--- src/rtl/spi_slave_reg_bank_if.sv ---
// Byte-level link between the SPI slave engine and the register bank.
// Carries chip select, the received byte strobe/data and the next MISO byte.
interface spi_slave_reg_bank_if #(
    parameter int PAYLOAD_BITS = 8
);
    logic                    spi_cs;
    logic                    rx_complete;
    logic [PAYLOAD_BITS-1:0] spi_mosi_data;
    logic [PAYLOAD_BITS-1:0] spi_miso_data;

    modport master (
        output spi_cs,
        output rx_complete,
        output spi_mosi_data,
        input  spi_miso_data
    );

    modport slave (
        input  spi_cs,
        input  rx_complete,
        input  spi_mosi_data,
        output spi_miso_data
    );
endinterface

--- src/rtl/spi_slave_reg_bank.sv ---
// SPI command parser and register file; define SPI_REG_BURST_EN to make
// the address pointer auto-increment after every data byte.
module spi_slave_reg_bank #(
    parameter int                      PAYLOAD_BITS = 8,
    parameter int                      NUM_REGS     = 16,
    parameter logic [PAYLOAD_BITS-1:0] RESET_VALUE  = '0,
    parameter logic [PAYLOAD_BITS-1:0] ID_BYTE      = 8'hA5
) (
    input  logic                             clk,
    input  logic                             rst,
    spi_slave_reg_bank_if.slave              bus,
    output logic [NUM_REGS*PAYLOAD_BITS-1:0] regs_flat,
    output logic                             wr_strobe,
    output logic [PAYLOAD_BITS-2:0]          wr_addr,
    output logic                             addr_err,
    output logic                             busy
);
    localparam int AW = PAYLOAD_BITS - 1;
    localparam int IW = (NUM_REGS > 1) ? $clog2(NUM_REGS) : 1;
    localparam logic [AW:0] NR = (AW+1)'(NUM_REGS);

    typedef enum logic [1:0] {IDLE, CMD, WRITE, READ} state_t;

    state_t                  state;
    logic [PAYLOAD_BITS-1:0] regs [NUM_REGS];
    logic [AW-1:0]           addr_ptr;
    logic                    cs_m, cs_s, cs_d;
    logic                    cs_fall;
    logic [AW-1:0]           cmd_addr;
    logic [AW-1:0]           nxt_ptr;
    logic [AW-1:0]           rd_addr;
    logic                    rd_ok, wr_ok;
    logic [PAYLOAD_BITS-1:0] rd_data;

    assign cs_fall  = cs_d & ~cs_s;
    assign cmd_addr = bus.spi_mosi_data[AW-1:0];
    assign busy     = (state != IDLE);

`ifdef SPI_REG_BURST_EN
    assign nxt_ptr = addr_ptr + 1'b1;
`else
    assign nxt_ptr = addr_ptr;
`endif

    // The command byte reads from its own address; data bytes from the next pointer
    assign rd_addr = (state == CMD) ? cmd_addr : nxt_ptr;
    assign rd_ok   = ({1'b0, rd_addr} < NR);
    assign wr_ok   = ({1'b0, addr_ptr} < NR);
    assign rd_data = rd_ok ? regs[rd_addr[IW-1:0]] : '0;

    for (genvar g = 0; g < NUM_REGS; g++) begin : g_flat
        assign regs_flat[g*PAYLOAD_BITS +: PAYLOAD_BITS] = regs[g];
    end

    always_ff @(posedge clk or negedge rst) begin
        if (!rst) begin
            cs_m              <= 1'b1;
            cs_s              <= 1'b1;
            cs_d              <= 1'b1;
            state             <= IDLE;
            addr_ptr          <= '0;
            bus.spi_miso_data <= ID_BYTE;
            wr_strobe         <= 1'b0;
            wr_addr           <= '0;
            addr_err          <= 1'b0;
            for (int i = 0; i < NUM_REGS; i++) begin
                regs[i] <= RESET_VALUE;
            end
        end else begin
            cs_m      <= bus.spi_cs;
            cs_s      <= cs_m;
            cs_d      <= cs_s;
            wr_strobe <= 1'b0;
            unique case (state)
                IDLE: begin
                    if (cs_fall) begin
                        state    <= CMD;
                        addr_err <= 1'b0;
                    end
                end
                CMD: begin
                    if (bus.rx_complete) begin
                        addr_ptr <= cmd_addr;
                        if (bus.spi_mosi_data[PAYLOAD_BITS-1]) begin
                            state             <= READ;
                            bus.spi_miso_data <= rd_data;
                            if (!rd_ok) addr_err <= 1'b1;
                        end else begin
                            state <= WRITE;
                        end
                    end
                end
                WRITE: begin
                    if (bus.rx_complete) begin
                        if (wr_ok) begin
                            regs[addr_ptr[IW-1:0]] <= bus.spi_mosi_data;
                            wr_strobe              <= 1'b1;
                            wr_addr                <= addr_ptr;
                        end else begin
                            addr_err <= 1'b1;
                        end
                        addr_ptr <= nxt_ptr;
                    end
                end
                READ: begin
                    if (bus.rx_complete) begin
                        bus.spi_miso_data <= rd_data;
                        if (!rd_ok) addr_err <= 1'b1;
                        addr_ptr <= nxt_ptr;
                    end
                end
                default: state <= IDLE;
            endcase
            // CS release wins over any state change; a coincident byte is still consumed above
            if (cs_s && state != IDLE) begin
                state             <= IDLE;
                bus.spi_miso_data <= ID_BYTE;
            end
        end
    end
endmodule

--- src/flat_wrapper.sv ---
// flat-port wrapper written by rule: the top's interface ports become plain ports
module spi_slave_reg_bank_flat 
#(
    parameter int                      PAYLOAD_BITS = 8,
    parameter int                      NUM_REGS     = 16,
    parameter logic [PAYLOAD_BITS-1:0] RESET_VALUE  = '0,
    parameter logic [PAYLOAD_BITS-1:0] ID_BYTE      = 8'hA5
)
  (clk, rst, regs_flat, wr_strobe, wr_addr, addr_err, busy, bus_spi_cs, bus_rx_complete, bus_spi_mosi_data, bus_spi_miso_data);
  spi_slave_reg_bank_if #(.PAYLOAD_BITS(PAYLOAD_BITS)) bus_i ();
  input  logic clk;
  input  logic rst;
  output logic [NUM_REGS*PAYLOAD_BITS-1:0] regs_flat;
  output logic wr_strobe;
  output logic [PAYLOAD_BITS-2:0] wr_addr;
  output logic addr_err;
  output logic busy;
  input wire logic [$bits(bus_i.spi_cs)-1:0] bus_spi_cs;
  input wire logic [$bits(bus_i.rx_complete)-1:0] bus_rx_complete;
  input wire logic [$bits(bus_i.spi_mosi_data)-1:0] bus_spi_mosi_data;
  output wire logic [$bits(bus_i.spi_miso_data)-1:0] bus_spi_miso_data;
  assign bus_i.spi_cs = bus_spi_cs;
  assign bus_i.rx_complete = bus_rx_complete;
  assign bus_i.spi_mosi_data = bus_spi_mosi_data;
  assign bus_spi_miso_data = bus_i.spi_miso_data;
  spi_slave_reg_bank #(.PAYLOAD_BITS(PAYLOAD_BITS), .NUM_REGS(NUM_REGS), .RESET_VALUE(RESET_VALUE), .ID_BYTE(ID_BYTE)) u_core (.clk(clk), .rst(rst), .bus(bus_i), .regs_flat(regs_flat), .wr_strobe(wr_strobe), .wr_addr(wr_addr), .addr_err(addr_err), .busy(busy));
endmodule
--- config.mk ---
export PLATFORM = sky130hd
export DESIGN_NAME = spi_slave_reg_bank_flat
export DESIGN_NICKNAME = d
export VERILOG_FILES = /design/src/rtl/spi_slave_reg_bank_if.sv /design/src/rtl/spi_slave_reg_bank.sv /design/src/flat_wrapper.sv
export SDC_FILE = /design/constraint.sdc
export NUM_CORES = 1
export LEC_CHECK = 0
export CORE_UTILIZATION = 50
export CTS_BUF_LIST = sky130_fd_sc_hd__clkbuf_16
export DETAILED_ROUTE_END_ITERATION = 8
export GPL_TIMING_DRIVEN = 0
export PLACE_DENSITY = 0.86
export SLEW_MARGIN = 10
export SYNTH_ARGS = -nofsm -noshare
export SYNTH_HDL_FRONTEND = slang
export SYNTH_SLANG_ARGS = --single-unit
--- constraint.sdc ---
create_clock -name clk -period 2.8 [get_ports clk]
set_input_delay 0.84 -clock clk [delete_from_list [all_inputs] [get_ports clk]]
set_output_delay 0.84 -clock clk [all_outputs]
set_load 0.01 [all_outputs]
* Yosys cells after proc, flatten, opt, wreduce, memory -nomap -nowiden *
Cells that the tools add are included.

word-level totals
  register bits = 157
  latch bits = 0
  memory bits (writable) = 0
  ROM bits = 0
  bits of input ports = 12
  output and inout bits = 146
  memories kept = 0

cells by class
  add/sub/neg operators = 0
  $mul = 0
  div/mod/pow operators = 0
  order comparisons = 5
  equality and inequality tests = 13
  shift operators = 0
  mux-type cells = 29
  bitwise operators = 4
  reductions and logical operators = 11

operator list
  kind                                                                   number
  128-bit bitwise mux                                                    1
  8-bit two-way mux                                                      8
  8-bit binary-select mux with 4-bit select                              1
  8-bit demux with 4-bit select                                          1
  8-bit one-hot mux with 2 select lines                                  1
  7-bit by 5-bit < comparator with 1-bit output (second input constant)  2
  1-bit two-way mux                                                      11
  5-bit greater-or-equal comparator (second input constant)              2
  2-bit != test (second input constant)                                  5
  4-bit NOT with 5-bit output                                            2
  7-bit two-way mux                                                      1
  2-bit two-way mux                                                      3
  3-bit != test (second input constant)                                  2
  3-bit AND reduction                                                    2
  6-bit AND reduction                                                    1
  3-bit nonzero test                                                     2
  5-bit by 1-bit < comparator with 1-bit output (second input constant)  1
  2-bit == test (second input constant)                                  2
  1-bit one-hot mux with 4 select lines                                  1
  2-bit one-hot mux with 2 select lines                                  1
  4-bit AND reduction                                                    1
  3-bit by 1-bit != test with 1-bit output (second input constant)       1
  3-bit by 2-bit != test with 1-bit output (second input constant)       1
  2-bit by 1-bit == test with 1-bit output (second input constant)       1
  other kinds (7)                                                        8

* Longest topological paths before layout *
  word-level depth = 11
  depth in mapped cells = 9
  mapped depth without buffers = 6

* Worst setup path before layout *
Ideal clock, no wire load.

  path kind = input -> register
  from = in bus_spi_mosi_data[0]
  to = reg u_core.bus.spi_miso_data[6]
  data arrival time = 2.293 ns
  data required time = 2.672 ns
  setup slack = 0.378 ns
  cell stages on the path = 6
  cells stage by stage = buf_2 > mux2i_4 > buf_4 > mux4_2 > a22oi_1 > nand3_1

between the ends
  cells in the longest elaborated chain, start to end = 10
  elaborated cells between the ends (all ways) = 12
  classes of those cells = order compare (1); mux (10); bitwise (1)

RTL lines
  item                                                  RTL line                     RTL
  start, declared                                       flat_wrapper.sv:20           input wire logic [$bits(bus_i.spi_mosi_data)-1:0] bus_spi_mosi_data;
  7-bit two-way mux (*)                                 spi_slave_reg_bank.sv:46     assign rd_addr = (state == CMD) ? cmd_addr : nxt_ptr;
  4-bit NOT with 5-bit output (implied by the code)     spi_slave_reg_bank.sv:49     assign rd_data = rd_ok ? regs[rd_addr[IW-1:0]] : '0;
  8-bit binary-select mux with 4-bit select             spi_slave_reg_bank.sv:49
  8-bit two-way mux (implied by the code) (2 in a row)  spi_slave_reg_bank.sv:49
  8-bit two-way mux (*)                                 spi_slave_reg_bank.sv:49
  8-bit two-way mux                                     spi_slave_reg_bank.sv:84     if (bus.spi_mosi_data[PAYLOAD_BITS-1]) begin
  8-bit two-way mux                                     spi_slave_reg_bank.sv:82     if (bus.rx_complete) begin
  8-bit one-hot mux with 2 select lines (*)             spi_slave_reg_bank.sv:74     unique case (state)
  8-bit two-way mux (*)                                 spi_slave_reg_bank.sv:115    if (cs_s && state != IDLE) begin
  end signal, assigned                                  spi_slave_reg_bank.sv:86     bus.spi_miso_data <= rd_data;
  end signal, assigned                                  spi_slave_reg_bank.sv:107    bus.spi_miso_data <= rd_data;
  end, declared                                         spi_slave_reg_bank_if.sv:22  output spi_miso_data

Mark *: on every way between the ends. The rest lies on a longest branch, timed or not. The select of a mux whose other input is x is not followed.
A chain may end at the register's enable or synchronous reset.

* Final worst setup path *
  from = in bus_rx_complete
  to = reg u_core.regs (netlist bit u_core.regs_flat[59])

between the ends
  cells in the longest elaborated chain, start to end = 1

RTL lines
  item                           RTL line                  RTL
  start, declared                flat_wrapper.sv:19        input wire logic [$bits(bus_i.rx_complete)-1:0] bus_rx_complete;
  3-bit AND reduction (no line)  --
  end signal, assigned by index  spi_slave_reg_bank.sv:96  regs[addr_ptr[IW-1:0]] <= bus.spi_mosi_data;
  end, declared                  spi_slave_reg_bank.sv:25  logic [PAYLOAD_BITS-1:0] regs [NUM_REGS];

Every way passes these cells.

==> flow_summary.json <==
{
  "layout.cells.non_filler": 840,
  "finalHoldViolCount": 0,
  "synth_async_sr_flop_share": 1.00,
  "clk_pin_slew_worst_paths_ns": 0.06,
  "critical-path-max-stage-delay_ns": 0.59,
  "synth_edf_count": 0,
  "die_h_um": 121,
  "drive_gt1_frac": 0.365,
  "drcViolationCount": 0,
  "hold_buffers": 0,
  "grt_pass1_wl_um": 30300,
  "port_buffers": 154,
  "synth_area_leaders": "dfrtp_1 (53%), mux2_2 (22%), mux4_2 (9.5%)",
  "dp.cells": 807,
  "synth_top_cell_by_area": "dfrtp_1",
  "syn-num-nets": 484,
  "grtUsageTotal": 0.286,
  "drt_iter0_drc": 307,
  "crit_fanout": 8,
  "yosys_warnings": 0,
  "cp-end-kind": "flop",
  "vias_per_cell": 5.96,
  "grt_max_degree": 95,
  "routedWlPerCell_um": 23.9,
  "drv_cap": 0,
  "dpl_cell_area_um2": 8920,
  "cts_tree": "done",
  "num_rows": 43,
  "skew_ns": 0.00855,
  "core_um2": 13900,
  "yosysMostFrequentCell": "dfrtp_1",
  "ir_worst_vdd_mv": 0.436,
  "area_delta_synth_final_pct": 34.5,
  "period_share": 0.960,
  "status": "complete, no violations",
  "cp-startpoint": "bus_rx_complete",
  "crit_type": "input pin to flop",
  "cts_buffers": 17,
  "finalSetupTns_ns": 0,
  "ant_nets": 0,
  "cp_slowest_cell": "clkdlybuf4s50_1",
  "p_leak_nw": 4.31,
  "cp.required_ns": 3.11,
  "htree_levels": 4,
  "syn_area_per_cell_um2": 15.1,
  "stdcell_area_um2": 9570,
  "cts_buffer_depth": 2,
  "hp-class": "input pin to asynchronous set/reset pin",
  "grt.overflow.total": 0,
  "dpl.hpwl_um": 14100,
  "diodes": 0,
  "cp_data_arrival_time_ns": 2.99,
  "routed_wl_um": 20000,
  "drv_slew": 0,
  "synth.distinct_cells": 46,
  "via_count": 5008,
  "clock_latency_ns": 0.43,
  "synth_ff_type": "dfrtp_1",
  "grt_pass1_vias": 5188,
  "yosys-top-cells-count": "dfrtp_1 (150), mux2_2 (138), mux4_2 (30)",
  "nets": 659,
  "path_cells": "clkdlybuf4s50_1 > nand2_1 > nor3_4 > and3b_1 > clkbuf_1 > and3_1 > buf_2 > mux2_2",
  "clock.fmax_mhz": 372,
  "die_x_um": 121,
  "ys_ff_latch": 157,
  "rsz0062_at_grt": "no",
  "syn_inst": 472,
  "antenna_found_initial": 0,
  "ys_seq_area_frac": 0.553,
  "tightest_slew_ns": 0.664,
  "drt_first_pass_iters": 5,
  "place_congestion": 0.879,
  "critPathLaunchType": "input pin",
  "synthesis.area_um2": 7120,
  "r2r_start": "u_core.state[0]",
  "start_util": 0.513,
  "clock-sinks": 157,
  "fin_crit_ns": 2.69,
  "setup_viol": 0,
  "die_area_um2": 14700,
  "cts_root_buf": "clkbuf_16",
  "p_per_area_nw_per_um2": 649,
  "ios": 158,
  "relSlewSlack": 0.554,
  "synth_top_area_frac": 0.527
}
-- registers in the layout, indices dropped and copies added (netlist names) --
register / count
u_core.regs_flat: 128
u_core.bus.spi_miso_data: 8
u_core.addr_ptr: 7
u_core.wr_addr: 7
u_core.state: 2
u_core.addr_err: 1
u_core.cs_d: 1
u_core.cs_m: 1
u_core.cs_s: 1
u_core.wr_strobe: 1
-- critical path: cells and delay by family --
kind | cells | cell delay (ns)
AND/OR/NAND/NOR | 4 | 0.74
multiplexers | 1 | 0.38
buffers and inverters | 3 | 1.03
-- area by class of cell --
| class | instances | area (um2) |
|---|---|---|
| Buffer | 29 | 149 |
| Fill cell | 953 | 4310 |
| Multi-Input combinational cell | 284 | 3060 |
| Tap cell | 180 | 225 |
| Clock inverter | 15 | 174 |
| Timing Repair Buffer | 156 | 1590 |
| Clock buffer | 17 | 425 |
| Sequential cell | 157 | 3940 |
| Inverter | 2 | 7.51 |
-- cell families (layout without fill, tap and decap cells) --
family | after synthesis | in the layout | share of synthesized area
compound gates | 27 | 27 | 0.0279
flops | 157 | 157 | 0.553
mux | 179 | 179 | 0.331
buf+inv | 31 | 219 | 0.0218
simple gates | 78 | 78 | 0.0664
-- cell usage in the layout (no fill, tap or decap), types with 3 or more instances in the layout --
cell,netlist,routed
clkdlybuf4s50_1,0,153
dfrtp_1,150,150
mux2_2,138,138
mux4_2,30,30
clkbuf_16,0,17
clkbuf_1,17,16
nand2_1,15,15
nor2_1,13,12
a22oi_1,10,10
nor2b_1,8,8
mux2i_1,9,8
nand3_1,8,8
dfstp_2,7,7
nand2_2,6,6
nor3_1,5,5
buf_2,4,4
clkinv_4,0,4
buf_4,3,3
nor2_2,2,3
inv_1,2,3
nor3_4,2,3
buf_6,3,3
nor3b_4,1,3
o21ai_0,3,3
a21oi_1,3,3
a221oi_1,3,3
o211ai_1,3,3
bufinv_16,0,3
clkinvlp_4,0,3
-- metal layers --
layer / GRT usage / up-vias / wire, um
met2: 0.462 / 229 / 9970
met5: 0 / - / 0
met1: 0.355 / 2631 / 8090
li1: - / 2118 / -
met3: 0.0907 / 30 / 1570
met4: 0.117 / 0 / 412
-- worst paths after layout --
path / endpoint / slack (ns) / depth (start not counted)
min in group clk: u_core.cs_s / 0.37 / 0
min: u_core.regs_flat[17] / 0.37 / 1
max reg2reg: u_core.bus.spi_miso_data[4] / 0.16 / 8
min reg2reg: u_core.cs_s / 0.37 / 0
max: u_core.regs_flat[59] / 0.11 / 8
max in group asynchronous: u_core.bus.spi_miso_data[2] / 1.59 / 2
-- repair_timing --
action                     in CTS  in global routing
gates cloned                    0                  0
pin swaps                       0                  1
buffers inserted                0                  1
gates resized for setup         1                  7
setup endpoints to repair       8                 39
-- power breakdown --
part	leakage, nW	switching (W)	internal [W]
registers	2.14	0.000151	0.00246
clock network	0.288	0.000945	0.00140
logic	1.88	0.000640	0.000620
total	4.31	0.00174	0.00448
-- metrics by stage --
step           total power, W  hold slack [ns]  utilization  setup slack, ns
3_5_place_dp          0.00388            0.363        0.642           -0.462
3_3_place_gp          0.00384            0.366        0.640            -5.10
5_1_grt               0.00642            0.373        0.689          0.00674
4_1_cts               0.00622            0.367        0.686           0.0106
2_1_floorplan         0.00330            0.345            -            0.378
6_report              0.00621            0.365        0.689            0.113
Power figures use the tool's default switching activity.
